`config.mk`:
```
export PLATFORM = sky130hd
export DESIGN_NAME = irq_arbiter_flat
export DESIGN_NICKNAME = d
export VERILOG_FILES = /design/src/rtl/irq_arbiter_if.sv /design/src/rtl/irq_arbiter.sv /design/src/flat_wrapper.sv
export SDC_FILE = /design/constraint.sdc
export NUM_CORES = 1
export LEC_CHECK = 0
export CAP_MARGIN = 30
export CELL_PAD_IN_SITES_DETAIL_PLACEMENT = 0
export CELL_PAD_IN_SITES_GLOBAL_PLACEMENT = 1
export CORE_AREA = 2 2 91 93
export CTS_BUF_LIST = sky130_fd_sc_hd__clkbuf_8
export CTS_CLUSTER_DIAMETER = 100
export CTS_CLUSTER_SIZE = 14
export DETAILED_ROUTE_END_ITERATION = 16
export DIE_AREA = 0 0 93 95
export MAX_ROUTING_LAYER = met4
export PLACE_DENSITY_LB_ADDON = 0.12
export SYNTH_ARGS = -nofsm -noshare
export SYNTH_HDL_FRONTEND = slang
export SYNTH_SLANG_ARGS = --single-unit
export TNS_END_PERCENT = 30
```
`constraint.sdc`:
```
create_clock -name clk_i -period 3.65 [get_ports clk_i]
set_clock_uncertainty 0.15 [all_clocks]
set_input_delay 0.5475 -clock clk_i [delete_from_list [all_inputs] [get_ports clk_i]]
set_output_delay 0.5475 -clock clk_i [all_outputs]
set_load 0.02 [all_outputs]
```
`src/rtl/irq_arbiter_if.sv`:
```
// Handshake bundle between peripheral IRQ lines, the arbiter and interrupt_controller.
// Signal suffixes are from the arbiter's point of view (slave modport).
interface irq_arbiter_if #(
  parameter int NUM_IRQ = 16,
  parameter int ID_W    = 4
);
  logic [NUM_IRQ-1:0] irq_lines_i;
  logic [NUM_IRQ-1:0] irq_mask_i;
  logic               irq_ack_i;
  logic               irq_ret_i;
  logic               irq_req_o;
  logic [31:0]        irq_cause_o;
  logic [ID_W-1:0]    irq_id_o;
  logic [NUM_IRQ-1:0] irq_pending_o;
  logic               in_service_o;

  modport slave (
    input  irq_lines_i, irq_mask_i, irq_ack_i, irq_ret_i,
    output irq_req_o, irq_cause_o, irq_id_o, irq_pending_o, in_service_o
  );

  modport master (
    output irq_lines_i, irq_mask_i, irq_ack_i, irq_ret_i,
    input  irq_req_o, irq_cause_o, irq_id_o, irq_pending_o, in_service_o
  );
endinterface

```
`src/rtl/irq_arbiter.sv`:
```
// Edge-latching interrupt arbiter with one outstanding request/service at a time.
// Define IRQ_ROUND_ROBIN_EN for rotating priority; default is fixed lowest-index priority.
module irq_arbiter #(
  parameter int NUM_IRQ = 16,
  parameter int ID_W    = 4
) (
  input  logic         clk_i,
  input  logic         rst_i,
  irq_arbiter_if.slave bus
);

  typedef enum logic [1:0] {
    ST_IDLE    = 2'd0,
    ST_REQ     = 2'd1,
    ST_SERVICE = 2'd2
  } state_e;

  state_e             state_q, state_d;
  logic [NUM_IRQ-1:0] pending_q, pending_d;
  logic [NUM_IRQ-1:0] line_q;
  logic               armed_q;
  logic [ID_W-1:0]    id_q, id_d;
  logic [NUM_IRQ-1:0] rise_s, eligible_s, clr_s, sel_s;
  logic [ID_W-1:0]    winner_s;
  logic               any_eligible_s, id_mask_s, id_pend_s, take_ack_s;

  function automatic logic [ID_W-1:0] pick_fixed(input logic [NUM_IRQ-1:0] vec);
    logic [ID_W-1:0] r;
    r = '0;
    for (int k = NUM_IRQ - 1; k >= 0; k--) begin
      if (vec[k]) begin
        r = ID_W'(k);
      end else begin
        r = r;
      end
    end
    return r;
  endfunction

`ifdef IRQ_ROUND_ROBIN_EN
  logic [ID_W-1:0] last_id_q;

  // Lowest eligible index above last, else lowest at/below last (last itself checked last).
  function automatic logic [ID_W-1:0] pick_rr(input logic [NUM_IRQ-1:0] vec,
                                             input logic [ID_W-1:0]    last);
    logic [ID_W-1:0] r;
    logic            found;
    r     = '0;
    found = 1'b0;
    for (int k = 0; k < NUM_IRQ; k++) begin
      if (!found && vec[k] && (k > int'(last))) begin
        r     = ID_W'(k);
        found = 1'b1;
      end else begin
        found = found;
      end
    end
    for (int k = 0; k < NUM_IRQ; k++) begin
      if (!found && vec[k] && (k <= int'(last))) begin
        r     = ID_W'(k);
        found = 1'b1;
      end else begin
        found = found;
      end
    end
    return r;
  endfunction

  assign winner_s = pick_rr(eligible_s, last_id_q);

  always_ff @(posedge clk_i or posedge rst_i) begin
    if (rst_i) begin
      last_id_q <= '0;
    end else if (take_ack_s) begin
      last_id_q <= id_q;
    end else begin
      last_id_q <= last_id_q;
    end
  end
`else
  assign winner_s = pick_fixed(eligible_s);
`endif

  // Edges are ignored on the first sampled cycle after reset so lines high at release do not pend.
  assign rise_s         = armed_q ? (bus.irq_lines_i & ~line_q) : '0;
  assign eligible_s     = pending_q & bus.irq_mask_i;
  assign any_eligible_s = |eligible_s;
  assign take_ack_s     = (state_q == ST_REQ) && bus.irq_ack_i;

  always_comb begin
    sel_s = '0;
    for (int k = 0; k < NUM_IRQ; k++) begin
      sel_s[k] = (id_q == ID_W'(k));
    end
  end

  assign id_mask_s = |(sel_s & bus.irq_mask_i);
  assign id_pend_s = |(sel_s & pending_q);

  always_comb begin
    state_d = state_q;
    id_d    = id_q;
    clr_s   = '0;
    case (state_q)
      ST_IDLE: begin
        if (any_eligible_s) begin
          id_d    = winner_s;
          state_d = ST_REQ;
        end else begin
          state_d = ST_IDLE;
        end
      end
      ST_REQ: begin
        if (bus.irq_ack_i) begin
          clr_s   = sel_s;
          state_d = ST_SERVICE;
        end else if (!id_mask_s || !id_pend_s) begin
          state_d = ST_IDLE;
        end else begin
          state_d = ST_REQ;
        end
      end
      ST_SERVICE: begin
        if (bus.irq_ret_i) begin
          state_d = ST_IDLE;
        end else begin
          state_d = ST_SERVICE;
        end
      end
      default: begin
        state_d = ST_IDLE;
      end
    endcase
  end

  // A new edge in the same cycle as the ack clear keeps the bit set.
  assign pending_d = (pending_q & ~clr_s) | rise_s;

  always_ff @(posedge clk_i or posedge rst_i) begin
    if (rst_i) begin
      state_q   <= ST_IDLE;
      id_q      <= '0;
      pending_q <= '0;
      line_q    <= '0;
      armed_q   <= 1'b0;
    end else begin
      state_q   <= state_d;
      id_q      <= id_d;
      pending_q <= pending_d;
      line_q    <= bus.irq_lines_i;
      armed_q   <= 1'b1;
    end
  end

  assign bus.irq_req_o     = (state_q == ST_REQ);
  assign bus.in_service_o  = (state_q == ST_SERVICE);
  assign bus.irq_id_o      = id_q;
  assign bus.irq_pending_o = pending_q;
  assign bus.irq_cause_o   = 32'h8000_0010 | 32'(id_q);

endmodule

```
`src/flat_wrapper.sv`:
```
// flat-port wrapper written by rule: the top's interface ports become plain ports
module irq_arbiter_flat 
#(
  parameter int NUM_IRQ = 16,
  parameter int ID_W    = 4
)
  (clk_i, rst_i, bus_irq_lines_i, bus_irq_mask_i, bus_irq_ack_i, bus_irq_ret_i, bus_irq_req_o, bus_irq_cause_o, bus_irq_id_o, bus_irq_pending_o, bus_in_service_o);
  irq_arbiter_if #(.NUM_IRQ(NUM_IRQ), .ID_W(ID_W)) bus_i ();
  input  logic clk_i;
  input  logic rst_i;
  input wire logic [$bits(bus_i.irq_lines_i)-1:0] bus_irq_lines_i;
  input wire logic [$bits(bus_i.irq_mask_i)-1:0] bus_irq_mask_i;
  input wire logic [$bits(bus_i.irq_ack_i)-1:0] bus_irq_ack_i;
  input wire logic [$bits(bus_i.irq_ret_i)-1:0] bus_irq_ret_i;
  output wire logic [$bits(bus_i.irq_req_o)-1:0] bus_irq_req_o;
  output wire logic [$bits(bus_i.irq_cause_o)-1:0] bus_irq_cause_o;
  output wire logic [$bits(bus_i.irq_id_o)-1:0] bus_irq_id_o;
  output wire logic [$bits(bus_i.irq_pending_o)-1:0] bus_irq_pending_o;
  output wire logic [$bits(bus_i.in_service_o)-1:0] bus_in_service_o;
  assign bus_i.irq_lines_i = bus_irq_lines_i;
  assign bus_i.irq_mask_i = bus_irq_mask_i;
  assign bus_i.irq_ack_i = bus_irq_ack_i;
  assign bus_i.irq_ret_i = bus_irq_ret_i;
  assign bus_irq_req_o = bus_i.irq_req_o;
  assign bus_irq_cause_o = bus_i.irq_cause_o;
  assign bus_irq_id_o = bus_i.irq_id_o;
  assign bus_irq_pending_o = bus_i.irq_pending_o;
  assign bus_in_service_o = bus_i.in_service_o;
  irq_arbiter #(.NUM_IRQ(NUM_IRQ), .ID_W(ID_W)) u_core (.clk_i(clk_i), .rst_i(rst_i), .bus(bus_i));
endmodule
```
==> flow_metrics.py <==
metrics = {
    "floorplanning": {
        "die_w_um": 93,
        "die_y_um": 95,
        "start_util_pct": 28.7,
        "rows": 33,
        "coreArea_sq_mm": 0.00793,
        "die-area_sq_mm": 0.00884,
        "io_pins": 90,
    },
    "global_routing": {
        "grt_antenna_before_repair": 0,
        "grt_max_degree": 40,
        "grt_first_pass_wirelength_mm": 9.91,
        "overflow": 0,
        "gr-usage-all-layers_pct": 15.2,
        "grt_pass1_vias": 1771,
    },
    "clocking": {
        "cts.htree.levels": 2,
        "insertion_delay_ns": 0.29,
        "cts_tree": "done",
        "cts_sinks": 39,
        "cts_made_buffers": 5,
        "post-cts-setup-buffers": 0,
        "hold_buffers": 0,
        "clk_pin_slew_ns": 0.08,
        "cts_resized": 0,
        "clockBufferDepth": 2,
        "root_buffer": "clkbuf_8",
    },
    "synth": {
        "syn_inst": 232,
        "ys_ff_latch": 39,
        "synthFlopType": "dfrtp_1",
        "avgSynthCellArea_sq_um": 9.79,
        "synth-edff-count": 0,
        "synth_area_sq_mm": 0.00227,
        "yosysSeqAreaShare_pct": 43.0,
        "synth_cell_type_count": 45,
        "ys_warn_count": 0,
        "synth-async-reset-ratio_pct": 100,
    },
    "timing": {
        "finalSetupTns_ns": 0,
        "worst_slew_pin_slew_ns": 0.840,
        "slew_viol_final": 0,
        "timing.final.crit_share_pct": 72.0,
        "fmax_mhz": 381,
        "finalHoldViolCount": 0,
        "rsz0062_at_grt": "no",
        "period_needed_ns": 2.63,
        "setup_viol": 0,
        "whs_ns": 0.286,
        "slew_headroom_pct": 44.0,
    },
    "route": {
        "remaining_drc_errors": 0,
        "totalWireLength_mm": 6.27,
        "route.met2.wl_mm": 2.89,
        "met3_length_um": 495,
        "drtIter0Drc": 128,
        "viasPerCell": 4.76,
        "via_count": 1867,
        "drt-wirelength-per-cell_um": 16.0,
        "drtPass1Iterations": 4,
        "highest_layer": "met4",
        "ant_nets": 0,
        "wl_met1_mm": 2.82,
    },
    "final_layout": {
        "drive_gt1_share_pct": 4.88,
        "nNetsFinal": 322,
        "diodes": 0,
        "design_area_sq_mm": 0.00294,
        "n_fill_cell": 822,
        "area.growth.synth_to_final_pct": 29.5,
    },
    "worst_setup_path": {
        "crit_buf_inv": 1,
        "crit_type": "reg -> out",
        "cp.required_ns": 2.95,
        "start_kind": "flop",
        "crit_arrival_ns": 1.93,
        "path_delay_family": "flip-flops",
        "cp-end-kind": "output pin",
        "cpMaxStageDelayCell": "dfrtp_1",
        "crit_fanout": 26,
        "path_cells": "clkdlybuf4s50_1",
        "cp_slowest_stage_delay_ns": 0.90,
    },
    "power": {
        "p_per_area_mw_per_mm2": 657,
        "leakage_nw": 1.17,
        "irDropWorstVdd_uv": 221,
    },
    "flow_run": {
        "drv_cap": 0,
    },
    "placement": {
        "io_buffers": 61,
        "placed_area_sq_mm": 0.00283,
        "place_hpwl_mm": 4.72,
        "gp_congestion": 0.810,
    },
    "outcome": {
        "outcome": "finished clean",
    },
    "worst_hold_path": {
        "min-delay-path-class": "reg -> reg",
    },
}
[power breakdown]
| group | leakage [nW] | total, mW | switching, mW | internal (mW) |
|---|---|---|---|---|
| clock network | 0.0581 | 0.365 | 0.161 | 0.204 |
| registers | 0.423 | 0.752 | 0.235 | 0.517 |
| logic | 0.693 | 0.817 | 0.403 | 0.414 |
[sequential cells by signal (all words and copies together) (netlist names)]
register	cells
u_core.state_q	2
u_core.bus.irq_id_o	4
u_core.armed_q	1
u_core.line_q	16
u_core.bus.irq_pending_o	16
[kinds of logic (layout without fill, tap and decap cells)]
logic type / count (synthesis) / after routing / synth area share, %
flops: 39 / 39 / 43.0
compound gates: 56 / 56 / 18.8
simple gates: 72 / 72 / 17.3
buf+inv: 53 / 81 / 14.7
other cells: 2 / 29 / 0.331
mux: 10 / 10 / 5.89
[synth_stat cells (2+ instances only)]
master	number	area, sq um
a21oi_1	4	20.0
a22o_1	2	17.5
a22oi_1	7	52.6
a311oi_1	2	17.5
a31oi_1	2	12.5
a32o_1	7	70.1
and2_1	2	12.5
buf_2	6	30.0
buf_4	32	240
clkbuf_1	3	11.3
conb_1	2	7.51
dfrtp_1	39	976
inv_1	11	41.3
mux2i_1	7	70.1
mux4_1	2	52.6
nand2_1	30	113
nand2b_1	4	25.0
nand3_1	6	30.0
nand3b_1	10	75.1
nand4_1	3	18.8
nor2_1	2	7.51
nor2b_1	4	25.0
nor3_1	2	10.0
nor3b_1	3	22.5
nor4bb_1	2	20.0
o21ai_0	14	70.1
o21ai_1	2	10.0
o221ai_1	2	17.5
o31ai_1	4	30.0
[through the flow]
step	instances	setup slack, ns	util [%]	power (mW)
CTS	392	0.964	37.1	1.96
detailed placement	384	1.04	35.7	1.59
global placement	384	1.07	35.7	1.59
global route	392	0.882	37.1	2.07
finish	392	1.02	37.1	1.93
floorplan	259	1.77	-	1.27
[cell type report]
type	instances	area (sq um)	share of cell area [%]
tap	105	131	4.46
multi-input combinational	167	1060	36.1
timing repair buffer	62	618	21.0
clock inverter	3	43.8	1.49
sequential	39	976	33.2
inverter	11	41.3	1.40
clock buffer	5	68.8	2.34
[layer usage]
metal	vias to the layer above	track usage (%)
li1	888	-
met1	883	20.1
met2	89	23.4
met3	7	4.07
met4	0	3.68
met5	-	-
[final timing paths]
check | from | endpoint | slack, ns | depth (start not counted)
min | u_core.line_q[14]$_DFF_PP0_ | u_core.bus.irq_pending_o[14]$_DFF_PP0_ | 0.29 | 1
min in group asynchronous | rst_i | u_core.line_q[9]$_DFF_PP0_ | 0.51 | 3
max | u_core.bus.irq_id_o[1]$_DFFE_PP0P_ | bus_irq_cause_o[1] | 1.02 | 1
max reg2reg | u_core.bus.irq_id_o[2]$_DFFE_PP0P_ | u_core.state_q[0]$_DFF_PP0_ | 1.39 | 5
min reg2reg | u_core.line_q[14]$_DFF_PP0_ | u_core.bus.irq_pending_o[14]$_DFF_PP0_ | 0.29 | 1
max in group asynchronous | rst_i | u_core.state_q[0]$_DFF_PP0_ | 2.49 | 3
[placed cells by master (no fill, tap or decap), drive strengths merged, types with 5 or more instances in the layout]
cell type      netlist  routed
a22oi                8       8
a32o                 7       7
clkbuf               3       5
clkdlybuf4s50        0      61
conb                 2      29
dfrtp               39      39
inv                 11      11
mux2i                7       7
nand2               30      30
nand3                6       6
nand3b              10      10
o21ai               16      16
o31ai                5       5
(Power assumes the default switching activity.)
